===== src/rtl/bin2bcd_pkg.sv =====
// Shared types and sizing helper for the parametrised binary-to-BCD converter.
package bin2bcd_pkg;

  typedef logic [3:0] bcd_digit_t;

  typedef enum logic [1:0] {
    IDLE  = 2'd0,
    SHIFT = 2'd1,
    DONE  = 2'd2
  } state_t;

  // Decimal digits needed to hold 2^width-1 (valid for width 4..64).
  function automatic int unsigned bcd_digits(input int unsigned width);
    return (width * 3) / 10 + 1;
  endfunction

endpackage


===== src/rtl/bin2bcd_if.sv =====
// Request/result bundle between a converter client (master) and bin2bcd_param (slave).
interface bin2bcd_if
  import bin2bcd_pkg::*;
#(
  parameter int unsigned WIDTH = 8
);

  localparam int unsigned DIGITS = bcd_digits(WIDTH);

  logic             start;
  logic [WIDTH-1:0] in;
  bcd_digit_t       BCD [DIGITS];
  logic             neg;
  logic             done;
  logic             ready;

  modport master (output start, in, input BCD, neg, done, ready);
  modport slave  (input start, in, output BCD, neg, done, ready);

endinterface


===== src/rtl/bin2bcd_param_bcd_add3.sv =====
// Single-digit double-dabble correction: digits of 5 or more get +3 before the shift.
module bcd_add3
  import bin2bcd_pkg::*;
(
  input  bcd_digit_t d,
  output bcd_digit_t q_c
);

  assign q_c = (d >= 4'd5) ? d + 4'd3 : d;

endmodule


===== src/rtl/bin2bcd_param.sv =====
// Sequential shift-and-add-3 binary-to-BCD converter, WIDTH+1 edges from start to done.
// Optional two's-complement input handling via `define BIN2BCD_SIGNED_EN.
module bin2bcd_param
  import bin2bcd_pkg::*;
#(
  parameter int unsigned WIDTH = 8
) (
  input logic       clk,
  input logic       rst,
  bin2bcd_if.slave  bus
);

  localparam int unsigned DIGITS = bcd_digits(WIDTH);
  localparam int unsigned CNT_W  = $clog2(WIDTH + 1);
  localparam int unsigned BCD_W  = 4 * DIGITS;
  localparam int unsigned SR_W   = BCD_W + WIDTH;

  state_t           state_q, state_n;
  logic [CNT_W-1:0] cnt_q, cnt_n;
  logic [SR_W-1:0]  sr_q, sr_n, sr_shift;
  logic [BCD_W-1:0] adj;
  logic [WIDTH-1:0] load_c;
  bcd_digit_t       bcd_q [DIGITS];
  bcd_digit_t       bcd_n [DIGITS];
  logic             done_q, done_n;
  logic             ready_q, ready_n;

  // Correct every digit, then shift the whole {BCD, binary} register by one.
  for (genvar gi = 0; gi < int'(DIGITS); gi++) begin : g_add3
    bcd_add3 u_add3 (
      .d   (sr_q[WIDTH + 4*gi +: 4]),
      .q_c (adj[4*gi +: 4])
    );
  end

  assign sr_shift = {adj, sr_q[WIDTH-1:0]} << 1;

`ifdef BIN2BCD_SIGNED_EN
  logic sign_q, sign_n;
  logic neg_q, neg_n;

  // Negate at capture so the shift loop only ever sees a magnitude.
  assign load_c = bus.in[WIDTH-1] ? WIDTH'(-bus.in) : bus.in;
  assign bus.neg = neg_q;
`else
  assign load_c  = bus.in;
  assign bus.neg = 1'b0;
`endif

  always_comb begin
    state_n = state_q;
    cnt_n   = cnt_q;
    sr_n    = sr_q;
    bcd_n   = bcd_q;
    done_n  = 1'b0;
    ready_n = 1'b0;
`ifdef BIN2BCD_SIGNED_EN
    sign_n  = sign_q;
    neg_n   = neg_q;
`endif
    unique case (state_q)
      IDLE: begin
        if (bus.start) begin
          state_n = SHIFT;
          sr_n    = SR_W'(load_c);
          cnt_n   = CNT_W'(WIDTH);
`ifdef BIN2BCD_SIGNED_EN
          sign_n  = bus.in[WIDTH-1];
`endif
        end
      end
      SHIFT: begin
        sr_n  = sr_shift;
        cnt_n = cnt_q - CNT_W'(1);
        if (cnt_q == CNT_W'(1)) begin
          state_n = DONE;
          for (int unsigned i = 0; i < DIGITS; i++) begin
            bcd_n[i] = sr_shift[WIDTH + 4*i +: 4];
          end
`ifdef BIN2BCD_SIGNED_EN
          neg_n = sign_q;
`endif
        end
      end
      DONE: begin
        state_n = IDLE;
      end
      default: begin
        state_n = IDLE;
      end
    endcase
    done_n  = (state_n == DONE);
    ready_n = (state_n == IDLE);
  end

  always_ff @(posedge clk or posedge rst) begin
    if (rst) begin
      state_q <= IDLE;
      cnt_q   <= '0;
      sr_q    <= '0;
      bcd_q   <= '{default: '0};
      done_q  <= 1'b0;
      ready_q <= 1'b1;
`ifdef BIN2BCD_SIGNED_EN
      sign_q  <= 1'b0;
      neg_q   <= 1'b0;
`endif
    end else begin
      state_q <= state_n;
      cnt_q   <= cnt_n;
      sr_q    <= sr_n;
      bcd_q   <= bcd_n;
      done_q  <= done_n;
      ready_q <= ready_n;
`ifdef BIN2BCD_SIGNED_EN
      sign_q  <= sign_n;
      neg_q   <= neg_n;
`endif
    end
  end

  assign bus.done  = done_q;
  assign bus.ready = ready_q;
  assign bus.BCD   = bcd_q;

endmodule


===== src/flat_wrapper.sv =====
// flat-port wrapper written by rule: the top's interface ports become plain ports
module bin2bcd_param_flat import bin2bcd_pkg::*;
#(
  parameter int unsigned WIDTH = 8
)
  (clk, rst, bus_start, bus_in, bus_BCD, bus_neg, bus_done, bus_ready);
  bin2bcd_if #(.WIDTH(WIDTH)) bus_i ();
  input logic clk;
  input logic rst;
  input wire logic [$bits(bus_i.start)-1:0] bus_start;
  input wire logic [$bits(bus_i.in)-1:0] bus_in;
  output wire logic [$bits(bus_i.BCD)-1:0] bus_BCD;
  output wire logic [$bits(bus_i.neg)-1:0] bus_neg;
  output wire logic [$bits(bus_i.done)-1:0] bus_done;
  output wire logic [$bits(bus_i.ready)-1:0] bus_ready;
  assign bus_i.start = bus_start;
  assign bus_i.in = bus_in;
  assign bus_BCD = {>>{bus_i.BCD}};
  assign bus_neg = bus_i.neg;
  assign bus_done = bus_i.done;
  assign bus_ready = bus_i.ready;
  bin2bcd_param #(.WIDTH(WIDTH)) u_core (.clk(clk), .rst(rst), .bus(bus_i));
endmodule

===== config.mk =====
export PLATFORM = sky130hd
export DESIGN_NAME = bin2bcd_param_flat
export DESIGN_NICKNAME = d
export VERILOG_FILES = /design/src/rtl/bin2bcd_pkg.sv /design/src/rtl/bin2bcd_if.sv /design/src/rtl/bin2bcd_param_bcd_add3.sv /design/src/rtl/bin2bcd_param.sv /design/src/flat_wrapper.sv
export SDC_FILE = /design/constraint.sdc
export NUM_CORES = 1
export LEC_CHECK = 0
export ABC_CLOCK_PERIOD_IN_PS = 2100
export CAP_MARGIN = 20
export CELL_PAD_IN_SITES_DETAIL_PLACEMENT = 1
export CELL_PAD_IN_SITES_GLOBAL_PLACEMENT = 2
export CORE_UTILIZATION = 30
export CTS_CLUSTER_DIAMETER = 100
export DETAILED_ROUTE_END_ITERATION = 8
export GPL_TIMING_DRIVEN = 0
export PLACE_DENSITY = 0.68
export SYNTH_ARGS = -nofsm -noshare
export SYNTH_HDL_FRONTEND = slang
export SYNTH_SLANG_ARGS = --single-unit

===== constraint.sdc =====
create_clock -name clk -period 2.1 [get_ports clk]
set_input_delay 0.42 -clock clk [delete_from_list [all_inputs] [get_ports clk]]
set_output_delay 0.42 -clock clk [all_outputs]
set_load 0.02 [all_outputs]

==> flow_metrics.env, run 1 <==
export IMPL_min_from="u_core.bus.BCD[11]"
export IMPL_grt_first_pass_wirelength_mm=7.40
export IMPL_placed_area_um2=2280
export IMPL_postRouteWirelength_mm=4.49
export IMPL_vias=1360
export IMPL_rsz0062_at_grt="false"
export IMPL_slew_headroom_pct=42.7
export IMPL_postCtsResizedCells=0
export IMPL_rows=28
export IMPL_initial_core_util_pct=31.9
export IMPL_setup_viol=0
export IMPL_syn_inst=174
export IMPL_fmax_mhz=550
export IMPL_grt_antenna_before_repair=0
export IMPL_drt_iter0_drc=29
export IMPL_place_port_buffers=24
export IMPL_grt_total_usage_pct=15.1
export IMPL_r2r_slack_ns=0.49
export IMPL_clockRootBuffer="clkbuf_8"
export IMPL_worst_setup_path_start_kind="register"
export IMPL_synthesis_area_per_instance_um2=11.2
export IMPL_die_w_um=82.5
export IMPL_numCtsBuffers=5
export IMPL_post_place_ws_ns=0.215
export IMPL_clockBufferDepth=2
export IMPL_yosysTopAreaCell="dfrtp_1"
export IMPL_cts_reportedPaths_clkPinSlew_ns=0.07
export IMPL_worstRegToRegCells=6
export IMPL_layout_nets=224
export IMPL_ctsHtreeMaxLevel=2
export IMPL_avgRoutedWirePerCell_um=16.0
export IMPL_grt_pass1_vias=1440
export IMPL_max_slew_worst_pin_slew_ns=0.858
export IMPL_drcViolationCount=0
export IMPL_n_antenna_cell=0
export IMPL_worst_hold_path_endpoint="u_core.bus.BCD[11]"
export IMPL_power_per_cell_area_nw_per_um2=1610
export IMPL_clock_sinks=40
export IMPL_leakage_nw=1.06
export IMPL_path_max_fanout=1
export IMPL_hp_class="reg -> reg"
export IMPL_clk_latency_ns=0.29
export IMPL_drive_above_1_share_pct=16.0
export IMPL_max_stage_delay_ns=0.59
export IMPL_fin_worst_skew_ns=0.00571
export IMPL_synth_area_leaders="dfrtp_1 50%, ha_1 5.2%, o21ai_1 4.6%"
export IMPL_synth_nets=193
export IMPL_status="finished clean"
export IMPL_whs_path_depth=2
export IMPL_syn2layout_area_growth_pct=21.8
export IMPL_cap_violations=0
export IMPL_grt_max_degree=41
export IMPL_finalPower_mw=3.80
export IMPL_cp_arrival_ns=1.40
export IMPL_vias_per_cell=4.84
export IMPL_finalCritPeriodShare_pct=86.5
export IMPL_r2r_end="u_core.bus.BCD[2]"
export IMPL_hold_violations=0
export IMPL_final_cell_area_um2=2370
export IMPL_dieArea_um2=6800
export IMPL_final_setup_worst_slack_ns=0.283
export IMPL_cts_hold_buf=0
export IMPL_first_pass_iters=4
export IMPL_dpl_hpwl_mm=3.24
export IMPL_ys_types=36
export IMPL_yosysSeqAreaShare_pct=51.6
export IMPL_yosys_register_bits=40
export IMPL_core_um2=6100
export IMPL_synth_warnings=0
export IMPL_fin_crit_ns=1.82
export IMPL_end_kind="output port"
export IMPL_cp_top_family="buffers and inverters"
export IMPL_required_ns=1.68
export IMPL_worst_ir_drop_vdd_mv=0.510
export IMPL_synth_area_um2=1940
export IMPL_r2r_start="u_core.cnt_q[1]"
export IMPL_crit_chain="clkdlybuf4s50_1"
export IMPL_drv_slew=0
export IMPL_critPathSlowestCell="clkdlybuf4s50_1"
export IMPL_io_pin_count=26
export IMPL_cts_tree="yes"
export IMPL_post_cts_buffers=0
export IMPL_final_antenna_net_count=0
export IMPL_worst_path_buf_inv=1
export IMPL_grt_ovfl_total=0
export IMPL_synth_top_area_share_pct=50.3
export IMPL_gp_congestion=0.720
export IMPL_die_h_um=82.5
export IMPL_path_class="reg -> out"
## where the power goes
part	internal, mW	switching (mW)	total (mW)
Combinational	0.893	1.00	1.90
Sequential	1.11	0.265	1.37
Clock	0.268	0.262	0.530
## per-layer routing
| metal | up-vias | global-route usage [%] | wire length (um) |
|---|---|---|---|
| met5 | - | 0 | 0 |
| met4 | 0 | 5.26 | 45 |
| met3 | 4 | 3.63 | 106 |
| met2 | 23 | 26.4 | 2250 |
| met1 | 667 | 18.1 | 2080 |
| li1 | 666 | - | - |
## area by class of cell
cell class / count / area, um2
Clock buffer: 8 / 90.1
Inverter: 12 / 52.6
Tap cell: 75 / 93.8
Buffer: 9 / 66.3
Fill cell: 687 / 3730
Sequential cell: 40 / 1000
Timing Repair Buffer: 24 / 240
Multi-Input combinational cell: 113 / 821
## how the worst max path moves through the flow
stage | from | endpoint | slack, ns | depth (start not counted)
6_report | u_core.bus.ready | bus_ready | 0.28 | 1
5_1_grt | u_core.bus.ready | bus_ready | 0.25 | 1
4_1_cts | u_core.bus.ready | bus_ready | 0.26 | 1
3_5_place_dp | bus_start | u_core.sr_q[9] | 0.22 | 5
3_3_place_gp | rst | u_core.bus.BCD[2] | -0.12 | 2
2_1_floorplan | u_core.cnt_q[1] | u_core.bus.BCD[10] | 0.64 | 6
## sequential cells by signal, summed over array words and instances, names as in the netlist
signal,count
u_core.cnt_q,4
u_core.bus.done,1
u_core.sr_q,20
u_core.state_q,2
u_core.bus.BCD,12
u_core.bus.ready,1
## cell usage in the layout, fill, tap and decap left out, types with 2 or more instances in the layout
cell	n
buf_4	2
ha_1	8
clkdlybuf4s50_1	24
nand2b_1	3
o21ai_1	18
inv_1	8
mux2_4	5
o21ai_2	4
inv_2	2
nor3b_1	4
clkbuf_1	3
a21oi_2	3
dfrtp_1	39
clkbuf_8	6
buf_6	3
a31o_1	2
a22o_1	9
nand2_1	23
buf_2	2
nor2b_1	2
xnor2_1	3
a22oi_1	7
o21ai_0	2
a21oi_1	7
mux2i_1	4
## cell families (layout without fill, tap and decap cells)
kind of cell,after synthesis,count (layout),synth area share (%)
AO/OA/AOI/OAI,54,54,18.6
flip-flops,40,40,51.6
AND/OR/NAND/NOR,38,38,11.0
buffers and inverters,21,53,6.12
multiplexers,9,9,5.93
adder cells (fa/ha/maj),8,8,5.15
XOR/XNOR,3,3,1.35
other,1,1,0.193
## cells in the mapped netlist
library cell  instances
dfrtp_1              39
nand2_1              23
o21ai_1              18
a22o_1                9
inv_1                 9
ha_1                  8
a21oi_1               7
a22oi_1               7
mux2_4                5
mux2i_1               4
nor3b_1               4
o21ai_2               4
a21oi_2               3
buf_6                 3
nand2b_1              3
xnor2_1               3
a31o_1                2
buf_2                 2
buf_4                 2
nor2b_1               2
o21ai_0               2
a31oi_1               1
a32o_1                1
buf_1                 1
clkbuf_1              1
conb_1                1
dfstp_2               1
inv_2                 1
inv_4                 1
inv_6                 1
nand2_8               1
nand3_1               1
nor2_1                1
nor2b_4               1
nor3_1                1
nor3b_4               1
## metrics by stage
step | setup TNS, ns | utilization (%) | hold slack [ns] | std cells
after floorplan | 0 | - | 0.456 | 174
after global placement | -4.62 | 37.3 | 0.461 | 273
after detailed placement | 0 | 37.3 | 0.477 | 273
after CTS | 0 | 38.8 | 0.495 | 281
after global routing | 0 | 38.8 | 0.530 | 281
final | 0 | 38.8 | 0.489 | 281
No activity file was read; power rests on OpenSTA's default activity.
==> run 2: changes to the inputs <==
Settings changed: ABC_CLOCK_PERIOD_IN_PS 2100 to 1700.
Clock period 2.1 ns to 1.7 ns, I/O delays scaled along.
==> flow_metrics.env, run 2 (synthesized netlist as in run 1, its figures left out) <==
export IMPL_final_antenna_net_count=0
export IMPL_fin_crit_ns=1.61
export IMPL_clock_sinks=40
export IMPL_core_um2=6100
export IMPL_die_w_um=82.5
export IMPL_status="finished clean"
export IMPL_slew_headroom_pct=42.6
export IMPL_worst_setup_path_start_kind="register"
export IMPL_largest_reg_flops=20
export IMPL_fin_worst_skew_ns=0.00532
export IMPL_crit_chain="clkdlybuf4s50_1"
export IMPL_postRouteWirelength_mm=4.49
export IMPL_grt_max_degree=41
export IMPL_rows=28
export IMPL_die_h_um=82.5
export IMPL_min_from="u_core.bus.BCD[11]"
export IMPL_top_register="u_core.sr_q"
export IMPL_worst_ir_drop_vdd_mv=0.630
export IMPL_cp_top_family="buffers and inverters"
export IMPL_finalCritPeriodShare_pct=94.8
export IMPL_cts_tree="yes"
export IMPL_grt_first_pass_wirelength_mm=7.40
export IMPL_end_kind="output port"
export IMPL_grt_antenna_before_repair=0
export IMPL_cap_violations=0
export IMPL_vias_per_cell=4.83
export IMPL_final_setup_worst_slack_ns=0.0880
export IMPL_final_common_cell="dfrtp_1"
export IMPL_drcViolationCount=0
export IMPL_finalPower_mw=4.70
export IMPL_path_class="reg -> out"
export IMPL_drive_above_1_share_pct=16.4
export IMPL_power_per_cell_area_nw_per_um2=1980
export IMPL_post_place_ws_ns=-0.105
export IMPL_cts_reportedPaths_clkPinSlew_ns=0.07
export IMPL_ctsHtreeMaxLevel=2
export IMPL_grt_ovfl_total=0
export IMPL_layout_nets=225
export IMPL_vias=1363
export IMPL_hold_violations=0
export IMPL_rsz0062_at_grt="false"
export IMPL_n_antenna_cell=0
export IMPL_clockBufferDepth=2
export IMPL_max_stage_delay_ns=0.62
export IMPL_drt_iter0_drc=32
export IMPL_required_ns=1.36
export IMPL_numCtsBuffers=5
export IMPL_final_util_pct=38.9
export IMPL_leakage_nw=1.07
export IMPL_clockRootBuffer="clkbuf_8"
export IMPL_critPathSlowestCell="clkdlybuf4s50_1"
export IMPL_grt_total_usage_pct=15.1
export IMPL_fill_cells=688
export IMPL_max_slew_worst_pin_slew_ns=0.859
export IMPL_multiInputGateArea_um2=821
export IMPL_dieArea_um2=6800
export IMPL_setup_viol=0
export IMPL_cts_hold_buf=0
export IMPL_initial_core_util_pct=31.9
export IMPL_drv_slew=0
export IMPL_hp_class="reg -> reg"
export IMPL_fmax_mhz=620
export IMPL_clk_latency_ns=0.29
export IMPL_gp_congestion=0.720
export IMPL_first_pass_iters=4
export IMPL_path_max_fanout=2
export IMPL_grt_pass1_vias=1440
export IMPL_layout_common_cells="39 x dfrtp_1, 23 x nand2_1, 23 x clkdlybuf4s50_1"
export IMPL_io_pin_count=26
export IMPL_worst_path_buf_inv=1
export IMPL_whs_ns=0.489
export IMPL_place_port_buffers=24
export IMPL_seqCellArea_um2=1000
export IMPL_cp_arrival_ns=1.27
export IMPL_critPathLaunch="u_core.bus.BCD[8]"
export IMPL_dpl_hpwl_mm=3.24
export IMPL_setup_tns_ns=0
export IMPL_r2r_start="u_core.sr_q[8]"
export IMPL_syn2layout_area_growth_pct=22.2
export IMPL_avgRoutedWirePerCell_um=15.9
-- run 2: cell count changes in the layout (fill, tap and decap cells not counted) --
cell and change:
buf_4 +1, clkdlybuf4s50_1 -1, dlygate4sd2_1 +1
-- run 2: metrics by stage --
step / instances / area, um2
final: 282 / 2370
after floorplan: 174 / 1940
after CTS: 281 / 2360
after detailed placement: 273 / 2280
after global routing: 282 / 2370
after global placement: 273 / 2280
-- run 2: where the power goes --
part	total, mW	internal (mW)	switching, mW
Clock	0.656	0.331	0.325
Combinational	2.35	1.10	1.24
Sequential	1.70	1.37	0.327
Total	4.70	2.80	1.90
-- run 2: worst paths after layout --
path                                       to  slack, ns  cells past startpoint
min                        u_core.bus.BCD[11]       0.49                      2
max in group asynchronous   u_core.bus.BCD[3]       0.61                      2
max reg2reg                u_core.bus.BCD[10]       0.11                      6
max                                bus_BCD[8]       0.09                      1
min in group asynchronous     u_core.cnt_q[2]       0.54                      2
min reg2reg                u_core.bus.BCD[11]       0.49                      2
-- run 2: area by class of cell --
| class | count | share of cell area [%] |
|---|---|---|
| well taps | 75 | 3.96 |
| plain buffers | 9 | 2.80 |
| clock buffers | 8 | 3.80 |
| flip-flops and latches | 40 | 42.2 |
| multi-input cells | 113 | 34.6 |
| repair buffers | 25 | 10.4 |
| inverters | 12 | 2.22 |
-- run 2: per-layer routing --
| metal | global-route usage, % | wire length (um) | share of wire [%] | vias to the layer above |
|---|---|---|---|---|
| li1 | - | - | - | 669 |
| met1 | 18.1 | 2090 | 47 | 667 |
| met2 | 26.4 | 2250 | 50 | 23 |
| met3 | 3.63 | 108 | 2.4 | 4 |
| met4 | 5.26 | 45 | 1.0 | 0 |
| met5 | 0 | 0 | 0 | - |
-- run 2: timing repair --
action	4_1_cts	5_1_grt
resized for setup	1	0
setup buffers	0	1
pin swaps	0	1
hold endpoints to repair	0	0
setup endpoints to repair	1	4
